--- src/rtl/comparator_pkg.sv ---
// Shared constants for the registered magnitude comparator.
// Flag encodings are in {x,y,z} = {gt,eq,lt} order.
package comparator_pkg;

  typedef logic [2:0] cmp_flags_t;

  localparam cmp_flags_t CMP_GT   = 3'b100;
  localparam cmp_flags_t CMP_EQ   = 3'b010;
  localparam cmp_flags_t CMP_LT   = 3'b001;
  localparam cmp_flags_t CMP_NONE = 3'b000;

endpackage : comparator_pkg

--- src/rtl/comparator_1bit_dataflow_bit_cell.sv ---
// One bit slice of the MSB-first magnitude compare chain.
// Once a more significant bit has decided gt or lt, the decision is
// passed through unchanged; otherwise this bit decides (or passes "equal so far").
module cmp_bit_cell (
  input  logic ai,
  input  logic bi,
  input  logic gt_in,
  input  logic lt_in,
  output logic gt_out,
  output logic lt_out
);

  assign gt_out = gt_in | (~lt_in & ai & ~bi);
  assign lt_out = lt_in | (~gt_in & ~ai & bi);

endmodule : cmp_bit_cell

--- src/rtl/comparator_1bit_dataflow.sv ---
// Unsigned magnitude comparator with registered one-hot gt/eq/lt flags.
// Compare is a dataflow chain of cmp_bit_cell slices; only the result is stored.
module comparator_1bit_dataflow
  import comparator_pkg::*;
#(
  parameter int unsigned WIDTH = 1
) (
  input  logic             clk,
  input  logic             rst_n,
  input  logic             in_valid,
  input  logic [WIDTH-1:0] a,
  input  logic [WIDTH-1:0] b,
  output logic             x,
  output logic             y,
  output logic             z,
  output logic             out_valid
);

  // Chain index WIDTH is the "nothing decided yet" seed above the MSB.
  logic [WIDTH:0] gt_chain;
  logic [WIDTH:0] lt_chain;
  logic           gt;
  logic           eq;
  logic           lt;

  cmp_flags_t flags_d, flags_q;
  logic       out_valid_d, out_valid_q;

  assign gt_chain[WIDTH] = 1'b0;
  assign lt_chain[WIDTH] = 1'b0;

  generate
    for (genvar i = WIDTH - 1; i >= 0; i--) begin : g_chain
      cmp_bit_cell u_cell (
        .ai     (a[i]),
        .bi     (b[i]),
        .gt_in  (gt_chain[i+1]),
        .lt_in  (lt_chain[i+1]),
        .gt_out (gt_chain[i]),
        .lt_out (lt_chain[i])
      );
    end
  endgenerate

  assign gt = gt_chain[0];
  assign lt = lt_chain[0];
  assign eq = ~gt & ~lt;

  // Next-state: capture a fresh result on valid input, otherwise hold flags.
  always_comb begin
    flags_d     = flags_q;
    out_valid_d = 1'b0;
    if (in_valid) begin
      flags_d     = {gt, eq, lt};
      out_valid_d = 1'b1;
    end
  end

  // Result and valid registers, cleared asynchronously.
  always_ff @(posedge clk or negedge rst_n) begin
    if (!rst_n) begin
      flags_q     <= CMP_NONE;
      out_valid_q <= 1'b0;
    end else begin
      flags_q     <= flags_d;
      out_valid_q <= out_valid_d;
    end
  end

  assign {x, y, z} = flags_q;
  assign out_valid = out_valid_q;

  // Unknown operands must never be sampled.
  a_no_x_operands : assert property (@(posedge clk) disable iff (!rst_n)
    in_valid |-> !$isunknown({a, b}));

endmodule : comparator_1bit_dataflow

--- config.mk ---
export PLATFORM = sky130hd
export DESIGN_NAME = comparator_1bit_dataflow
export DESIGN_NICKNAME = d
export VERILOG_FILES = /design/src/rtl/comparator_pkg.sv /design/src/rtl/comparator_1bit_dataflow_bit_cell.sv /design/src/rtl/comparator_1bit_dataflow.sv
export SDC_FILE = /design/constraint.sdc
export NUM_CORES = 1
export LEC_CHECK = 0
export BUFFER_PORTS_ARGS = -buffer_cell sky130_fd_sc_hd__buf_2
export CAP_MARGIN = 20
export CORE_AREA = 2 2 39 41
export DETAILED_ROUTE_END_ITERATION = 8
export DIE_AREA = 0 0 41 43
export PLACE_DENSITY_LB_ADDON = 0.15
export SYNTH_ARGS = -nofsm -noshare
export SYNTH_HDL_FRONTEND = slang
export SYNTH_SLANG_ARGS = --single-unit
export TNS_END_PERCENT = 30
--- constraint.sdc ---
create_clock -name clk -period 0.8 [get_ports clk]
set_clock_uncertainty 0.1 [all_clocks]
set_input_delay 0.12 -clock clk [delete_from_list [all_inputs] [get_ports clk]]
set_output_delay 0.12 -clock clk [all_outputs]
set_load 0.03 [all_outputs]
Yosys cells after proc, flatten, opt, wreduce, memory -nomap -nowiden:

Index checks and enable logic that the tools add are counted.

* muxes and demuxes: 1
* bitwise operators: 7

Operator list (number)
* NOT 1 bit: 4
* bitwise AND 1 bit: 3
* two-way mux 1 bit: 1

* register bits after elaboration: 4
* output and inout bits: 4
* logic and storage cells: 10

Longest topological paths before layout:

* depth after elaboration: 4
* mapped depth: 3
* depth with buffers taken out: 3

Modules after synthesis:

From an unflattened synthesis, not the netlist that was laid out.

* cells, all modules: 13
* area, all modules: 163.9 um^2

By module, submodules not included
* comparator_1bit_dataflow: times used 1, cells each 9, area each 141.4 um^2
* cmp_bit_cell: times used 1, cells each 4, area each 22.5 um^2

Worst setup path after synthesis:

OpenSTA, ideal clock, no wires.

* path type: reg2reg
* start point: register flags_q[0] (netlist name)
* end point: register flags_q[0]
* library setup time: 0.125 ns
* arrival time: 0.756 ns
* setup slack: -0.181 ns
* stages on the path, launching flop included: 2
* period minus slack after synthesis: 0.981 ns
* path through: dfrtp_1 > mux2_2

RTL lines
* to (signal assigned): RTL line comparator_1bit_dataflow.sv:65 `flags_q <= flags_d;`
* to (decl): RTL line comparator_1bit_dataflow.sv:26 `cmp_flags_t flags_d, flags_q;`

Final worst setup path:

* start point: register flags_q[0]
* end point: output port z

RTL lines
* to (decl): RTL line comparator_1bit_dataflow.sv:15 `output logic z,`

No word-level cell between the ends.

==> results.toml <==
[power_and_ir_drop]
peakVddDrop_uv = 1220
p_leak_nw = 0.1486
p_clk_frac = 0.423
pwr-share-seq = 0.372
power_density_mw_per_mm2 = 2123
finalPower_uw = 640.2
p_int_uw = 478.9
pwr-share-comb = 0.205
p_sw_uw = 161.3
swShare = 0.2520

[floorplanning]
die_w_um = 41
core_mm2 = 0.001384
design.die.area_mm2 = 0.001763
fp.dieH_um = 43
initial_utilization = 0.1203
ios = 9
placementRows = 14

[critical_path]
timing.critical_path.buf_inv = 1
critPathMaxStageDelay_ns = 0.40
worst_path_max_delay_cell = "dfrtp_2"
path_cells = "buf_6"
crit_fanout = 2
critPathKind = "flip-flop to output port"
critPathTopFamily = "flip-flops"
worst_setup_path_end_kind = "output port"
worst-r2r-cell-count = 1
required_ns = 0.58
rrSetupSlack_ns = -0.09
r2r_start = "flags_q[0]$_DFFE_PN0P_"
cp-start-kind = "flip-flop"
reg2reg_to = "flags_q[0]$_DFFE_PN0P_"
crit_end = "z"
arrival_ns = 0.77
crit_path_start = "flags_q[0]$_DFFE_PN0P_"
crit_cells = 1

[sta]
finalCritPeriodShare = 1.244
hold_viol = 0
fin_crit_ns = 0.9949
setup_viol = 7
fin_ws_ns = -0.1949
hold_ws_ns = 0.09604
timing.fmax_mhz = 1005
rsz0062_at_grt = "yes"
finalMaxSlewViolations = 0
slew_headroom = 0.9398
worstMarginPinSlew_ns = 0.09030

[synthesis]
synth_area_leaders = "dfrtp_1 60%, mux2_2 20%, ha_1 15%, inv_1 4.5%"
syn_avg_cell_area_um2 = 15.13
yosysUniqueCellTypes = 4
ys_seq_area_frac = 0.6015
yosys.area.top_type = "dfrtp_1"
synth-seq-cells = 4
synthesis.nets = 18
ys_warn_count = 0
synth_top_area_frac = 0.6015
syn_inst = 11
syn_area_um2 = 166.4

[finish]
fin_nets = 33
syn2layout_area_growth_pct = 81.20
fill_cells = 162
seqCellArea_um2 = 103.9
diodes = 0
final_layout_size_suffix_gt1_frac = 0.6800
multiInputGateArea_um2 = 58.81

[global_route]
track_usage = 0.07056
first_global_vias = 153
grt_overflow = 0
grt-busiest-layer = "met3"
use_met1 = 0.06515
grtUsageMet3 = 0.09948
antenna_found_initial = 0
met2_usage = 0.07813
grt_pass1_wl_um = 696
grt_max_degree = 5

[drt]
wl_per_cell_um = 8.927
finalWirelength_um = 366
vias = 131
drt-initial-drc-count = 3
firstDrtPassIters = 2
ant_nets = 0
vias_per_cell = 3.195
drc = 0

[placement]
hpwl_um = 259.1
dp_slack_ns = -0.2084
portBuffers = 8
gp_congestion = 0.5950

[cts]
cts_root_buf = "clkbuf_4"
clockBufferDepth = 2
htree_levels = 1
cts_tree = "done"
cts_buffers = 3
clock-sinks = 4
clk_pin_slew_ns = 0.04
insertion_delay_ns = 0.23

[outcome]
status = "complete, but fails checks"
violations = "negative setup slack"

[flow_run]
drv_cap = 0

[hold_path]
hold_path_class = "input port to flip-flop"
-- placed cells by master, fill, tap and decap left out --
cell type / instances
buf_2: 4
buf_6: 4
clkbuf_1: 1
clkbuf_4: 3
dfrtp_1: 1
dfrtp_2: 3
dlygate4sd3_1: 2
ha_1: 2
inv_1: 2
mux2_2: 3
-- layout make-up --
| type | count | share of cell area |
|---|---|---|
| well taps | 16 | 0.06639 |
| repair buffers | 10 | 0.2822 |
| flip-flops and latches | 4 | 0.3444 |
| clock buffers | 4 | 0.08714 |
| inverters | 2 | 0.02490 |
| multi-input cells | 5 | 0.1950 |
-- power groups by stage --
stage               sequential (mW)  combinational (mW)  clock [mW]
floorplan                     0.276              0.0220           0
global placement              0.235               0.103           0
detailed placement            0.236               0.103           0
CTS                           0.238               0.133       0.287
global route                  0.241               0.143       0.328
finish                        0.238               0.131       0.271
-- per-layer routing --
layer,up-vias,wire (um)
met5,-,0
met4,0,0
met3,0,55
met2,9,144
met1,59,165
li1,63,-
-- how the worst min path moves through the flow --
stage               slack (ns)                     end  cells past startpoint  startpoint
global route              0.09  flags_q[2]$_DFFE_PN0P_                      2    in_valid
global placement         -0.17     out_valid$_DFF_PN0_                      1       rst_n
floorplan                -0.28  flags_q[0]$_DFFE_PN0P_                      0       rst_n
finish                     0.1  flags_q[1]$_DFFE_PN0P_                      2    in_valid
detailed placement       -0.17     out_valid$_DFF_PN0_                      1       rst_n
CTS                       0.09  flags_q[1]$_DFFE_PN0P_                      2    in_valid
-- sequential cells by signal (all words and copies together) (netlist names) --
signal,flops
out_valid,1
flags_q,3
-- per-stage QoR --
stage	util	std cells	setup TNS, ns	area (um^2)
floorplan	-	11	-0.4367	170.2
global placement	0.1664	35	-0.4176	230.2
detailed placement	0.1664	35	-0.4283	230.2
CTS	0.2179	41	-0.9935	301.5
global route	0.2179	41	-1.174	301.5
finish	0.2179	41	-0.9442	301.5
-- cell usage after synthesis --
master	count
dfrtp_1	4
mux2_2	3
ha_1	2
inv_1	2
-- cells by family after synthesis --
family,after synthesis,synth area share
adder cells (fa/ha/maj),2,0.1504
buffers and inverters,2,0.04513
flip-flops,4,0.6015
multiplexers,3,0.2030
-- timing repair --
item	CTS	global route
setup buffers	0	0
resized for setup	8	0
pin swaps	0	0
endpoints found under the setup margin	7	7
hold buffers	2	0
hold endpoints to repair	5	0
(Power assumes the default switching activity.)
